[config.mk]
export PLATFORM = sky130hd
export DESIGN_NAME = fmap_uart_dumper
export DESIGN_NICKNAME = d
export VERILOG_FILES = /design/src/rtl/fmap_uart_dumper.sv
export SDC_FILE = /design/constraint.sdc
export NUM_CORES = 1
export LEC_CHECK = 0
export ABC_CLOCK_PERIOD_IN_PS = 2600
export BUFFER_PORTS_ARGS = -buffer_cell sky130_fd_sc_hd__buf_2
export CORE_ASPECT_RATIO = 0.7
export CORE_MARGIN = 5
export CORE_UTILIZATION = 55
export DETAILED_ROUTE_END_ITERATION = 10
export PLACE_DENSITY_LB_ADDON = 0.3
export SLEW_MARGIN = 20
export SYNTH_ARGS = -nofsm -noshare
export SYNTH_HDL_FRONTEND = slang
export SYNTH_SLANG_ARGS = --single-unit
export TNS_END_PERCENT = 10
[constraint.sdc]
create_clock -name i_clk -period 2.6 [get_ports i_clk]
set_input_delay 0.39 -clock i_clk [delete_from_list [all_inputs] [get_ports i_clk]]
set_output_delay 0.39 -clock i_clk [all_outputs]
set_load 0.02 [all_outputs]
[src/rtl/fmap_uart_dumper.sv]
// Reads a window of fmap_bank and streams it to the UART transmit handshake
// as a frame: HEADER, {4'h0,label}, length data bytes, 8-bit additive checksum.
module fmap_uart_dumper #(
  parameter int          ADDR_W   = 15,
  parameter logic [7:0]  HEADER   = 8'hA5,
  parameter int          READ_LAT = 1
) (
  input  logic              i_clk,
  input  logic              i_rst,
  input  logic              i_start,
  input  logic [ADDR_W-1:0] i_base_addr,
  input  logic [ADDR_W-1:0] i_length,
  input  logic [3:0]        i_label,
  output logic [ADDR_W-1:0] o_fbank_raddr,
  output logic              o_fbank_ren,
  input  logic [7:0]        i_fdata_r,
  output logic [7:0]        o_tdata,
  output logic              o_tdata_req,
  input  logic              i_tdata_ready,
  output logic              o_busy,
  output logic              o_done
);

  localparam logic [2:0] S_IDLE = 3'd0;
  localparam logic [2:0] S_HDR  = 3'd1;
  localparam logic [2:0] S_LBL  = 3'd2;
  localparam logic [2:0] S_RD   = 3'd3;
  localparam logic [2:0] S_WAIT = 3'd4;
  localparam logic [2:0] S_SEND = 3'd5;
  localparam logic [2:0] S_CSUM = 3'd6;
  localparam logic [2:0] S_FIN  = 3'd7;

  localparam logic [7:0] LAT_LAST = 8'(READ_LAT - 1);

  function automatic logic [7:0] f_csum_add(input logic [7:0] a, input logic [7:0] b);
    return a + b;
  endfunction

  logic [2:0]        r_state;
  logic [ADDR_W-1:0] r_ptr;
  logic [ADDR_W-1:0] r_cnt;
  logic [3:0]        r_label;
  logic [7:0]        r_csum;
  logic [7:0]        r_tdata;
  logic [7:0]        r_lat;
  logic              r_guard;
  logic              w_tx_state;
  logic              w_req;
  logic [7:0]        w_csum_nxt;

  // The request is gated by the live ready so it is never raised while the UART is busy;
  // r_guard blocks the cycle right after any request.
  assign w_tx_state = (r_state == S_HDR) || (r_state == S_LBL) ||
                      (r_state == S_SEND) || (r_state == S_CSUM);
  assign w_req      = w_tx_state && !r_guard && i_tdata_ready;
  assign w_csum_nxt = f_csum_add(r_csum, r_tdata);

  assign o_tdata_req   = w_req;
  assign o_tdata       = r_tdata;
  assign o_fbank_ren   = (r_state == S_RD);
  assign o_fbank_raddr = r_ptr;
  assign o_busy        = (r_state != S_IDLE);
  assign o_done        = (r_state == S_FIN);

  // Frame sequencer: latches the job, walks the read/transmit states, tracks checksum.
  always_ff @(posedge i_clk or posedge i_rst) begin
    if (i_rst) begin
      r_state <= S_IDLE;
      r_ptr   <= {ADDR_W{1'b0}};
      r_cnt   <= {ADDR_W{1'b0}};
      r_label <= 4'h0;
      r_csum  <= 8'h00;
      r_tdata <= 8'h00;
      r_lat   <= 8'h00;
      r_guard <= 1'b0;
    end else begin
      r_guard <= w_req;
      case (r_state)
        S_IDLE: begin
          if (i_start) begin
            r_ptr   <= i_base_addr;
            r_cnt   <= i_length;
            r_label <= i_label;
            r_csum  <= 8'h00;
            r_tdata <= HEADER;
            r_state <= S_HDR;
          end
        end
        S_HDR: begin
          if (w_req) begin
            r_tdata <= {4'h0, r_label};
            r_state <= S_LBL;
          end
        end
        S_LBL: begin
          if (w_req) begin
            r_csum <= w_csum_nxt;
            if (r_cnt == {ADDR_W{1'b0}}) begin
              r_tdata <= w_csum_nxt;
              r_state <= S_CSUM;
            end else begin
              r_state <= S_RD;
            end
          end
        end
        S_RD: begin
          r_ptr   <= r_ptr + ADDR_W'(1);
          r_lat   <= 8'h00;
          r_state <= S_WAIT;
        end
        S_WAIT: begin
          if (r_lat == LAT_LAST) begin
            r_tdata <= i_fdata_r;
            r_state <= S_SEND;
          end else begin
            r_lat <= r_lat + 8'd1;
          end
        end
        S_SEND: begin
          if (w_req) begin
            r_csum <= w_csum_nxt;
            r_cnt  <= r_cnt - ADDR_W'(1);
            // Last data byte: the checksum byte is loaded while the guard cycle runs.
            if (r_cnt == ADDR_W'(1)) begin
              r_tdata <= w_csum_nxt;
              r_state <= S_CSUM;
            end else begin
              r_state <= S_RD;
            end
          end
        end
        S_CSUM: begin
          if (w_req) begin
            r_state <= S_FIN;
          end
        end
        S_FIN: begin
          r_state <= S_IDLE;
        end
        default: begin
          r_state <= S_IDLE;
        end
      endcase
    end
  end

endmodule
Word level (Yosys, flattened, before mapping)
Index checks and enable logic that the tools add are counted. W data, S select, Z words.

$add $sub $neg: 4. Reductions and logical operators: 23. Equality and inequality tests: 18. Mux-type cells: 27.

Operator list (number): $mux W8 (10); $pmux W15 S2 (2); $mux W15 (3); $pmux W8 S5 (1); $pmux W8 S2 (2); $mux W3 (8); $pmux W3 S8 (1); $add A15 B1 Y15 const B (1); $eq A15 B1 Y1 const B (1); $logic_not A15 Y1 (1); $sub A15 B1 Y15 const B (1); $ne A2 B2 Y1 const B (7); $eq A3 B3 Y1 const B (4); $add A8 B1 Y8 const B (1); $add A8 B8 Y8 (1); $logic_not A8 Y1 (1); $reduce_and A8 Y1 (1); $reduce_bool A2 Y1 (4); $eq A3 B2 Y1 const B (2); $ne A2 B1 Y1 const B (3); $reduce_and A2 Y1 (3); $reduce_and A3 Y1 (2); $reduce_and A6 Y1 (1); $reduce_bool A5 Y1 (1); 7 further kinds (10).

Bits in registers: 62. Logic and storage cells: 80. Input bits: 46.

Logic depth before layout (Yosys ltp)
Word-level depth: 8. Depth in mapped cells: 8. Mapped depth without buffers: 8.

Least setup slack after synthesis
No wires, ideal clock.

Kind: register to register. Start: reg r_lat[0]. End: reg r_tdata[0] (netlist: o_tdata[0]). Library setup time: 0.125 ns. Arrival: 2.248 ns. Period minus slack after synthesis: 2.372 ns. Data required time: 2.475 ns. Cell stages (with the launch flop): 8. Path slack: 0.228 ns. Cells stage by stage: dfrtp_1 inv_1 ha_1 or4b_4 o41ai_4 o211ai_4 nor3_4 mux2_2.

Cells in the longest elaborated chain, start to end: 3.

Ends and longest elaborated chain: from (decl) (RTL line 45) `logic [7:0] r_lat;`; from (signal assigned) (RTL line 116) `r_lat <= r_lat + 8'd1;`; $logic_not A8 Y1 (RTL line 112) `if (r_lat == LAT_LAST) begin`; $ne A2 B2 Y1 (no line); $reduce_and A8 Y1 (no line); to (signal assigned) (RTL line 99) `r_tdata <= w_csum_nxt;`; to (signal assigned) (RTL line 113) `r_tdata <= i_fdata_r;`; to (signal assigned) (RTL line 125) `r_tdata <= w_csum_nxt;`; to (decl) (RTL line 44) `logic [7:0] r_tdata;`.

Every way passes these cells. A chain may end at the register's enable or synchronous reset.

Worst setup path in the final report
Start: reg r_cnt[1]. End: reg r_tdata[6] (netlist: o_tdata[6]).

Cells in the longest elaborated chain, start to end: 3. Elaborated cells between the ends (all ways): 5. Those cells by class: eq/ne: 3; reduce/logical: 2.

Ends and longest elaborated chain: from (decl) (RTL line 41) `logic [ADDR_W-1:0] r_cnt;`; from (signal assigned) (RTL line 70) `r_cnt <= {ADDR_W{1'b0}};`; from (signal assigned) (RTL line 82) `r_cnt <= i_length;`; from (signal assigned) (RTL line 122) `r_cnt <= r_cnt - ADDR_W'(1);`; $eq A15 B1 Y1 / $logic_not A15 Y1 (equally long branches) (RTL line 124, 98); $ne A2 B1 Y1 (no line); $reduce_and A8 Y1 (no line) *.

Every way passes the cells marked *; elsewhere a longest branch is shown, timed or not.

==> results.md <==
Status:
- The run finished with clean final reports.

Floorplan:
- In this run the core area contains 25 standard-cell rows.
- In this run the count of I/O pins placed on the die edge is 73.
- The placeable core area is 0.00682 mm2.
- The die height is 80.3 um.
- The overall die width is 110 um.
- The die covers 0.00887 mm2.
- For this configuration, the core starts out at a cell density of 0.570.

STA:
- The worst setup margin is 0.0932 ns.
- The setup-violating endpoint count in the final report is 0.
- The relative slew slack is 0.569.
- The final max-slew violation count is 0.
- Hold is met by 0.119 ns.
- The final-layout setup total negative slack is 0 ns.
- At the pin with the least slew margin, the transition time is 0.645 ns.
- The maximum achievable frequency is 0.399 GHz.
- The clock skew after layout is 0.00932 ns.
- The final-report hold violation count came to 0.
- For the finished layout, the period the worst path requires is 2.51 ns.
- The ratio of final minimum period to clock period is 0.964.

Setup path:
- STA classifies the critical path startpoint as a flip-flop.
- The cell with the biggest individual delay on the critical path is or4b_2.
- The kind of cell with the highest combined delay along the critical path is simple AND/OR/NAND/NOR gates.
- For the worst flop-to-flop path, the logic depth is 8.
- For the worst setup path, the data arrival time is 2.74 ns.
- The startpoint of the worst-slack reg-to-reg timing path is r_cnt[1].
- Traced cell by cell, the critical path runs through inv_1, ha_1, or4b_2, nor4_2, o22ai_2, nor3_4, buf_12, mux2_2.
- Of all nets on the critical path, the largest fanout is 7.
- The data required time at the worst endpoint is 2.83 ns.
- The critical path class is flip-flop to flip-flop.
- The setup slack on the worst flop-to-flop path is 0.09 ns.
- In this design, the stage delay of the slowest critical-path cell is 0.61 ns.
- In this run the critical register-to-register path is captured at o_tdata[6].
- The number of buffers and inverters on the critical path is 2.
- The kind of end point of the critical path is a flip-flop.

Finish:
- The number of diodes is 0.
- The final-layout fill cell count is 574.
- The synthesis-to-layout area growth is 21.6%.
- The library cell used most frequently in the layout, excluding fill and tap cells, is buf_2.
- Of the cells placed in the final design, the portion with a size suffix greater than 1 is 0.239.
- At the end of the flow, the number of nets in the layout was 593.
- The post-route non-filler standard cell count is 633.
- The library cells used most frequently in the layout, excluding fill and tap cells, are buf_2 (72), dfrtp_1 (62), nor2_1 (55).

Power and ir drop:
- Across the VDD grid, the largest voltage drop is 0.628 mV.
- The share of total power dissipated in sequential elements is 0.319.
- In this run the power spent charging and discharging nets is 2360 uW.
- Of the total power, the share spent switching nets is 0.433.
- The share of total power dissipated in combinational logic is 0.482.
- The static power due to leakage is 0.00215 uW.
- Cell internal power was estimated by the tool at 3090 uW.
- The clock network fraction of total power is 0.199.
- Power comes to 5450 uW.
- For this design the ratio of total power to cell area is 1160 mW/mm2.

Clock tree:
- The number of clock buffers added by TritonCTS is 9.
- For this design, the CTS-stage hold fixing added 0 buffers.
- The latest clock arrival within the worst-skew pair is 0.35 ns.
- The longest clock path from root to sink contains 2 buffers.
- The number of levels the H-tree was split into is 3.
- After clock tree synthesis, the clock-pin slew on the worst setup and hold paths is 0.08 ns.
- The total clock sinks is 62.
- The root buffer cell chosen for the clock tree is clkbuf_8.
- The TritonCTS clock tree is yes.

Yosys:
- Yosys mapped the design onto 63 distinct sky130hd cell types.
- The register bit count reported by yosys is 62.
- Of the synthesized area, sequential elements account for 0.399.
- The synthesized netlist net count is 512.
- The cell count after synthesis is 453.
- Of the total synthesized cell area, the portion taken by AND, OR, NAND and NOR gates is 0.236.
- The portion of netlist area occupied by mux cells is 0.0226.
- The post-synthesis compound-gate area fraction is 0.240.
- The cell area after synthesis is 0.00388 mm2.
- After synthesis, the largest family of logic cells by area is compound AO/OA/AOI/OAI gates.
- During synthesis, Yosys emitted a total of 0 warnings.
- The mean post-synth cell area is 8.57 um2.
- For this run, the leading register cell type out of synthesis is dfrtp_1.
- Of the total synthesized cell area, the portion taken by full adders, half adders and majority gates is 0.0438.
- The number of flops mapped to enable cells by yosys is 0.
- In the synthesized netlist the async set-or-reset flop fraction comes to 1.00.
- The xor-xnor portion of the synthesized cell area is 0.0180.

Detailed routing:
- The total DRC errors in the routed layout is 0.
- The first detailed-routing pass ran for 5 iterations.
- The detailed-route vias per instance is 5.99.
- In this run, the number of DRC markers left after iteration 0 of detailed routing was 322.
- The total via count after detailed routing is 3790.
- In the final routed layout, each cell accounts on average for 16.0 um.
- The count of nets left with antenna violations after detail routing is 0.
- The total wire length is 10100 um.

Worst hold path:
- The worst hold path belongs to the class input port to asynchronous set/reset pin.

Place:
- The total of buffers placed on input and output ports is 72.
- At the placement stage, the worst setup path has a slack of 0.0345 ns.
- The placed cell count is 616.
- The last weighted congestion value of the routability-driven placer is 0.938.
- The estimated wirelength of the detail-placed design is 7380 um.

Global route:
- The number of antenna violations at the first check in global routing is 0.
- The wire length of the first global-routing pass is 17300 um.
- The residual overflow from global routing is 0.
- The overall fraction of global-route tracks in use is 0.240.
- Entering global routing, the biggest net connects 35 pins.
- The via count of the first global-routing pass is 3623.

Flow run:
- The tool flagged a number of max-cap violations equal to 0.
[how the worst max path moves through the flow]
stage                        start         end  slack [ns]  cells past startpoint
after global routing      r_cnt[1]  o_tdata[6]       -0.06                      8
after detailed placement  r_cnt[1]  o_tdata[3]        0.03                      7
after CTS                 r_cnt[1]  o_tdata[6]       0.007                      7
after global placement    r_cnt[1]  o_tdata[6]        0.13                      7
after floorplan           r_lat[0]  o_tdata[0]        0.23                      7
final                     r_cnt[1]  o_tdata[6]        0.09                      8
[worst register-to-register path, stage by stage, from the launching register on]
cell,delay (ns)
dfrtp_1,0.40
inv_1,0.10
ha_1,0.17
or4b_2,0.61
nor4_2,0.20
o22ai_2,0.18
nor3_4,0.25
buf_12,0.15
mux2_2,0.33
[cell type report]
class	instances	area (um2)	area share
Multi-Input combinational cell	350	2190	0.464
Sequential cell	62	1550	0.329
Timing Repair Buffer	92	536	0.113
Clock buffer	11	151	0.0321
Tap cell	94	118	0.0249
Clock inverter	5	105	0.0223
Inverter	19	71.3	0.0151
[cells in the mapped netlist (3+ instances only)]
cell / n / area [um2]
o2bb2ai_1: 5 / 43.8
o32ai_1: 4 / 35.0
inv_1: 18 / 67.6
a22oi_1: 7 / 52.6
a31oi_1: 3 / 18.8
a211oi_1: 13 / 97.6
nor3b_1: 3 / 22.5
or3_1: 7 / 43.8
ha_1: 12 / 150
or4b_2: 3 / 30.0
o21a_1: 5 / 37.5
nand4_1: 6 / 37.5
nor2_1: 55 / 206
o21ai_0: 38 / 190
a21oi_1: 30 / 150
nor3_1: 15 / 75.1
o31ai_1: 5 / 37.5
nand2_1: 50 / 188
clkbuf_1: 19 / 71.3
nor4b_1: 3 / 26.3
nor2b_1: 3 / 18.8
xnor2_1: 5 / 43.8
nor4_1: 5 / 31.3
and2_1: 3 / 18.8
nand3_1: 9 / 45.0
o22ai_1: 3 / 18.8
dfrtp_1: 62 / 1550
xor2_1: 3 / 26.3
mux2_2: 6 / 67.6
and3_1: 8 / 50.1
[cell families after synthesis]
logic type / count (synthesis)
fa+ha+maj: 13
compound gates: 138
simple gates: 183
mux: 8
buf+inv: 41
flops: 62
xor+xnor: 8
[power groups by stage]
| stage | sequential, uW | combinational (uW) | clock, uW |
|---|---|---|---|
| floorplan | 1820 | 1670 | 0 |
| global placement | 1720 | 2430 | 0 |
| detailed placement | 1740 | 2530 | 0 |
| CTS | 1720 | 2550 | 1100 |
| global route | 1800 | 2940 | 1150 |
| finish | 1740 | 2630 | 1090 |
[flip-flops by register name, summed over array words and instances, names as in the netlist]
register and cells:
r_cnt 15, r_csum 8, o_tdata 8, o_fbank_raddr 15, r_state 3, r_label 4, r_lat 8, r_guard 1
[through the flow]
step | util | cell area (um2)
floorplan | - | 3880
global placement | 0.650 | 4430
detailed placement | 0.650 | 4430
CTS | 0.688 | 4690
global route | 0.692 | 4720
finish | 0.692 | 4720
[repair_timing]
item	CTS	global route
setup endpoints to repair	0	6
resized for setup	0	2
buffers inserted	0	1
[layer usage]
metal / GRT usage / vias to the layer above / routed length (um)
met2: 0.387 / 128 / 4750
met3: 0.0542 / 12 / 628
met1: 0.320 / 1820 / 4640
li1: - / 1830 / -
met4: 0.0849 / 0 / 117
met5: 0 / - / 0
(Power assumes the default switching activity.)
